## src/rtl/pixel_bounce_render.sv

```systemverilog
// rtl/pixel_bounce_render.sv - bouncing square sprite over a bordered background, one registered RGB pixel per clock
module pixel_bounce_render #(
  parameter int          H_START = 144,
  parameter int          V_START = 31,
  parameter int          H_VIS   = 640,
  parameter int          V_VIS   = 480,
  parameter int          SIZE    = 32,
  parameter int          SPEED   = 2,
  parameter int          INIT_X  = 304,
  parameter int          INIT_Y  = 224,
  parameter logic [11:0] BG_RGB  = 12'h002
) (
  input  logic        clk_25MHz,
  input  logic        rst,
  input  logic [9:0]  hcount,
  input  logic [9:0]  vcount,
  input  logic        hsync_in,
  input  logic        vsync_in,
  input  logic        run,
  output logic [11:0] rgb,
  output logic        hsync_out,
  output logic        vsync_out
);

  localparam logic [10:0] H_BEG11  = 11'(H_START);
  localparam logic [10:0] H_END11  = 11'(H_START + H_VIS);
  localparam logic [10:0] V_BEG11  = 11'(V_START);
  localparam logic [10:0] V_END11  = 11'(V_START + V_VIS);
  localparam logic [10:0] H_VIS11  = 11'(H_VIS);
  localparam logic [10:0] V_VIS11  = 11'(V_VIS);
  localparam logic [10:0] SIZE11   = 11'(SIZE);
  localparam logic [10:0] SPEED11  = 11'(SPEED);
  localparam logic [9:0]  X_MAX    = 10'(H_VIS - SIZE);
  localparam logic [9:0]  Y_MAX    = 10'(V_VIS - SIZE);
  localparam logic [9:0]  TICK_V   = 10'(V_START + V_VIS);

  typedef enum logic {IDLE, UPDATE} state_t;

  state_t      state_q, state_d;
  logic [9:0]  xpos_q, xpos_d, ypos_q, ypos_d;
  logic        dx_q, dx_d, dy_q, dy_d;
  logic [2:0]  cidx_q, cidx_d;
  logic        fired_q, fired_d;
  logic [11:0] rgb_q, rgb_d;
  logic        hs_q, vs_q;

  logic [9:0]  x, y;
  logic [10:0] x11, y11, xp11, yp11;
  logic        visible, hit, border, tick_line, tick_cond, tick;
  logic        flip_x, flip_y;
  logic [11:0] pal;

  assign x    = hcount - H_BEG11[9:0];
  assign y    = vcount - V_BEG11[9:0];
  assign x11  = {1'b0, x};
  assign y11  = {1'b0, y};
  assign xp11 = {1'b0, xpos_q};
  assign yp11 = {1'b0, ypos_q};

  assign visible = ({1'b0, hcount} >= H_BEG11) && ({1'b0, hcount} < H_END11) &&
                   ({1'b0, vcount} >= V_BEG11) && ({1'b0, vcount} < V_END11);
  assign hit     = (x11 >= xp11) && (x11 < xp11 + SIZE11) &&
                   (y11 >= yp11) && (y11 < yp11 + SIZE11);
  assign border  = (x11 == 11'd0) || (x11 == H_VIS11 - 11'd1) ||
                   (y11 == 11'd0) || (y11 == V_VIS11 - 11'd1);

  // fired_q blocks a second tick if hcount lingers at 0 on the front-porch line
  assign tick_line = (vcount == TICK_V);
  assign tick_cond = tick_line && (hcount == 10'd0);
  assign tick      = tick_cond && !fired_q;
  assign fired_d   = tick_line ? (fired_q | tick_cond) : 1'b0;

  always_comb begin
    pal = 12'hF00;
    case (cidx_q)
      3'd0: pal = 12'hF00;
      3'd1: pal = 12'h0F0;
      3'd2: pal = 12'h00F;
      3'd3: pal = 12'hFF0;
      3'd4: pal = 12'h0FF;
      3'd5: pal = 12'hF0F;
      3'd6: pal = 12'hFFF;
      3'd7: pal = 12'hF80;
      default: pal = 12'hF00;
    endcase
    if (!visible)    rgb_d = 12'h000;
    else if (hit)    rgb_d = pal;
    else if (border) rgb_d = 12'hFFF;
    else             rgb_d = BG_RGB;
  end

  always_comb begin
    state_d = state_q;
    xpos_d  = xpos_q;
    ypos_d  = ypos_q;
    dx_d    = dx_q;
    dy_d    = dy_q;
    cidx_d  = cidx_q;
    flip_x  = 1'b0;
    flip_y  = 1'b0;
    case (state_q)
      IDLE: if (tick && run) state_d = UPDATE;
      UPDATE: begin
        state_d = IDLE;
        if (!dx_q) begin
          if (xp11 + SIZE11 + SPEED11 > H_VIS11) begin
            xpos_d = X_MAX; dx_d = 1'b1; flip_x = 1'b1;
          end else xpos_d = xpos_q + SPEED11[9:0];
        end else begin
          if (xp11 < SPEED11) begin
            xpos_d = 10'd0; dx_d = 1'b0; flip_x = 1'b1;
          end else xpos_d = xpos_q - SPEED11[9:0];
        end
        if (!dy_q) begin
          if (yp11 + SIZE11 + SPEED11 > V_VIS11) begin
            ypos_d = Y_MAX; dy_d = 1'b1; flip_y = 1'b1;
          end else ypos_d = ypos_q + SPEED11[9:0];
        end else begin
          if (yp11 < SPEED11) begin
            ypos_d = 10'd0; dy_d = 1'b0; flip_y = 1'b1;
          end else ypos_d = ypos_q - SPEED11[9:0];
        end
        // a corner bounce flips both axes but advances the colour only once
        if (flip_x || flip_y) cidx_d = cidx_q + 3'd1;
      end
      default: state_d = IDLE;
    endcase
  end

  always_ff @(posedge clk_25MHz or posedge rst) begin
    if (rst) begin
      state_q <= IDLE;
      xpos_q  <= 10'(INIT_X);
      ypos_q  <= 10'(INIT_Y);
      dx_q    <= 1'b0;
      dy_q    <= 1'b0;
      cidx_q  <= 3'd0;
      fired_q <= 1'b0;
      rgb_q   <= 12'h000;
      hs_q    <= 1'b0;
      vs_q    <= 1'b0;
    end else begin
      state_q <= state_d;
      xpos_q  <= xpos_d;
      ypos_q  <= ypos_d;
      dx_q    <= dx_d;
      dy_q    <= dy_d;
      cidx_q  <= cidx_d;
      fired_q <= fired_d;
      rgb_q   <= rgb_d;
      hs_q    <= hsync_in;
      vs_q    <= vsync_in;
    end
  end

  assign rgb       = rgb_q;
  assign hsync_out = hs_q;
  assign vsync_out = vs_q;

endmodule

```

## config.mk

```make
export PLATFORM = sky130hd
export DESIGN_NAME = pixel_bounce_render
export DESIGN_NICKNAME = d
export VERILOG_FILES = /design/src/rtl/pixel_bounce_render.sv
export SDC_FILE = /design/constraint.sdc
export NUM_CORES = 1
export LEC_CHECK = 0
export ABC_AREA = 1
export BUFFER_PORTS_ARGS = -buffer_cell sky130_fd_sc_hd__buf_2
export CAP_MARGIN = 0
export CORE_MARGIN = 10
export CORE_UTILIZATION = 30
export CTS_BUF_LIST = sky130_fd_sc_hd__clkbuf_4
export DETAILED_ROUTE_END_ITERATION = 10
export PLACE_DENSITY = 0.47
export REMOVE_ABC_BUFFERS = 1
export SKIP_CTS_REPAIR_TIMING = 1
export SYNTH_ARGS = -nofsm -noshare
export SYNTH_HDL_FRONTEND = slang
export SYNTH_SLANG_ARGS = --single-unit
```

## constraint.sdc

```tcl
create_clock -name clk_25MHz -period 2.7 [get_ports clk_25MHz]
set_input_delay 0.405 -clock clk_25MHz [delete_from_list [all_inputs] [get_ports clk_25MHz]]
set_output_delay 0.405 -clock clk_25MHz [all_outputs]
set_load 0.01 [all_outputs]
```

==> results.toml <==
[clock_network]
cts.sinks = 32
insertion_delay_ns = 0.34
cts_buffers = 5
cts-root-buf = "clkbuf_4"
clkTransAtPathRegs_ns = 0.11
cts_tree = "done"
cts-htree-levels = 2
cts_buffer_depth = 2

[synth]
synth_cells = 572
avgSynthCellArea_sq_um = 6.68
synth_edf_count = 0
synth.area.top_cells = "dfrtp_1 17%, ha_1 15%, nand2_1 14%"
synth-main-ff-cell = "dfrtp_1"
yosysSeqAreaShare = 0.212
synth_top_area_frac = 0.170
syn_area_sq_um = 3820
yosysUniqueCellTypes = 44
async_flop_share = 1.00
ys_seq_elements = 32
ys_warn_count = 0
yosysTopAreaCell = "dfrtp_1"

[flow_run]
max_cap_violations = 0

[critical_path]
cp_data_required_time_ns = 2.97
worstPathCellList = "inv_2 -> ha_1 -> inv_1 -> ha_1 -> a21oi_1 -> o21a_1 -> nor3_1 -> nor2_1 -> o21ai_2 -> nor2_2 -> nand2_2 -> nand3_1 -> nand2_2 -> nor2_1"
rr_worst_depth = 14
worstSetupStartpoint = "xpos_q[5]"
reg2reg_from = "xpos_q[5]"
startpoint_type = "register"
cp_max_fo = 6
r2r-end = "rgb[10]"
cp_top_family = "simple AND/OR/NAND/NOR gates"
end_kind = "register"
cp.buffers_inverters = 2
path_class = "reg2reg"
cp.arrival_ns = 2.76
rrSetupSlack_ns = 0.21
crit_path_max_incr_delay_ns = 0.61
crit_slowest_cell = "dfstp_2"

[detailed_routing]
drtIter0Drc = 193
drt_first_pass_iters = 4
viasPerCell = 4.65
totalWireLength_um = 10500
drcViolationCount = 0
avgRoutedWirePerCell_um = 13.1
dr_total_vias = 3710
final_antenna_net_count = 0

[placed_design]
place_inst = 785
placed_area_sq_um = 4270
gp_congestion = 0.819
post-place-ws_ns = -0.0466
hpwl_um = 8840
portBuffers = 38

[die]
die_w_um = 133
row_count = 41
design.die.area_sq_um = 17600
initial_core_util = 0.304
coreArea_sq_um = 12600
ios = 39
die_y_um = 133

[grt]
grt_overflow = 0
grt_max_degree = 25
grt_pass1_vias = 3745
antenna_found_initial = 0
grt_pass1_wl_um = 17800
grt_usage = 0.119

[finish]
final_util = 0.347
finalNonFillerCells = 797
final_nets = 694
seqCellArea_sq_um = 808
fin_area_sq_um = 4360
multi_input_area_sq_um = 2590
layout-drive-gt1-share = 0.191
synthToLayoutAreaGrowth_pct = 14.1
n_fill_cell = 1391

[sta]
setup_tns_ns = 0
fmax_ghz = 0.402
finalHoldViolations = 0
worst_pin_slew_ns = 0.513
finalSetupViolCount = 0
period_share = 0.922
holdWs_ns = 0.0781
slew_violations = 0
fin_skew_ns = 0.0132
fin_ws_ns = 0.211
max_slew_margin = 0.658
final.min_clock_period_ns = 2.49

[power_and_ir_drop]
peakVddDrop_mv = 0.0971
p_total_mw = 1.03
powerDensity_nw_per_um2 = 237
leakagePower_nw = 2.30

[status]
status = "finished clean"

[worst_hold_path]
hp-class = "in2async"
## cells in the mapped netlist, drive strengths merged, types with 3 or more instances
master and instances:
ha 46, nor2 71, o21ai 31, nand4 12, nand2 154, dfstp 6, dfrtp 26, o211ai 3
o21a 3, inv 81, nor3 8, o21bai 3, clkbuf 4, a21oi 26, xor2 19, buf 14
nand3 41, o2111ai 3, a22oi 7
## logic make-up (layout without fill, tap and decap cells)
logic type	after synthesis	after routing	synth area share
buf+inv	101	153	0.113
flops	32	32	0.212
mux	1	1	0.00262
compound gates	83	83	0.131
xor+xnor	21	21	0.0482
simple gates	288	288	0.343
other cells	0	1	0
fa+ha+maj	46	46	0.151
## where the power goes
| group | internal [mW] | leakage [nW] | switching [mW] | total [mW] |
|---|---|---|---|---|
| Combinational | 0.106 | 1.85 | 0.149 | 0.256 |
| Sequential | 0.485 | 0.419 | 0.00299 | 0.488 |
| Clock | 0.109 | 0.0293 | 0.181 | 0.290 |
## placed cells by master, fill, tap and decap left out, drive strengths merged
master,synthesis,routed
xnor2,2,2
mux2i,1,1
nor3,8,8
diode,0,1
a21oi,26,26
a211oi,1,1
dfrtp,26,26
o2111ai,3,3
o31ai,1,1
clkinv,2,3
clkbuf,4,6
o221ai,1,1
nand3,41,41
o21bai,3,3
nor4,1,1
inv,81,81
o211ai,3,3
nand3b,1,1
dfstp,6,6
buf,14,62
xor2,19,19
o22ai,2,2
nand4,12,12
ha,46,46
a21boi,1,1
o21ai,31,31
clkinvlp,0,1
nor2,71,71
a22oi,7,7
nand2,154,154
a31oi,1,1
o21a,3,3
## worst reg2reg max path, cell delays in order, from the launching register on
cell	delay, ns
dfstp_2	0.61
inv_2	0.08
ha_1	0.31
inv_1	0.07
ha_1	0.30
a21oi_1	0.14
o21a_1	0.14
nor3_1	0.04
nor2_1	0.13
o21ai_2	0.09
nor2_2	0.13
nand2_2	0.09
nand3_1	0.09
nand2_2	0.09
nor2_1	0.12
## registers in the layout (all words and copies together) (netlist names)
| register | cells |
|---|---|
| cidx_q | 3 |
| dx_q | 1 |
| dy_q | 1 |
| fired_q | 1 |
| hsync_out | 1 |
| rgb | 5 |
| state_q | 1 |
| vsync_out | 1 |
| xpos_q | 9 |
| ypos_q | 9 |
## area by class of cell
type,instances,area share
inverter,83,0.0717
clock inverter,2,0.00258
tap,172,0.0494
sequential,32,0.185
multi-input combinational,439,0.595
timing repair buffer,62,0.0849
antenna,1,0.000574
clock buffer,6,0.0103
## layer usage
layer / up-vias / routed length [um] / share of wire / track usage
li1: 1944 / - / - / -
met1: 1715 / 4870 / 0.46 / 0.142
met2: 49 / 5290 / 0.51 / 0.221
met3: 2 / 297 / 0.028 / 0.0182
met4: 0 / 20 / 0.0019 / 0.0153
met5: - / 0 / 0 / 0
## worst max path at each step
stage,to,depth (start not counted),slack (ns)
2_1_floorplan,rgb[1],17,0.33
3_3_place_gp,rgb[7],19,0.05
3_5_place_dp,rgb[10],20,-0.05
4_1_cts,rgb[10],16,0.15
5_1_grt,rgb[10],16,-0.003
6_report,rgb[10],14,0.21
Power figures use the tool's default switching activity.
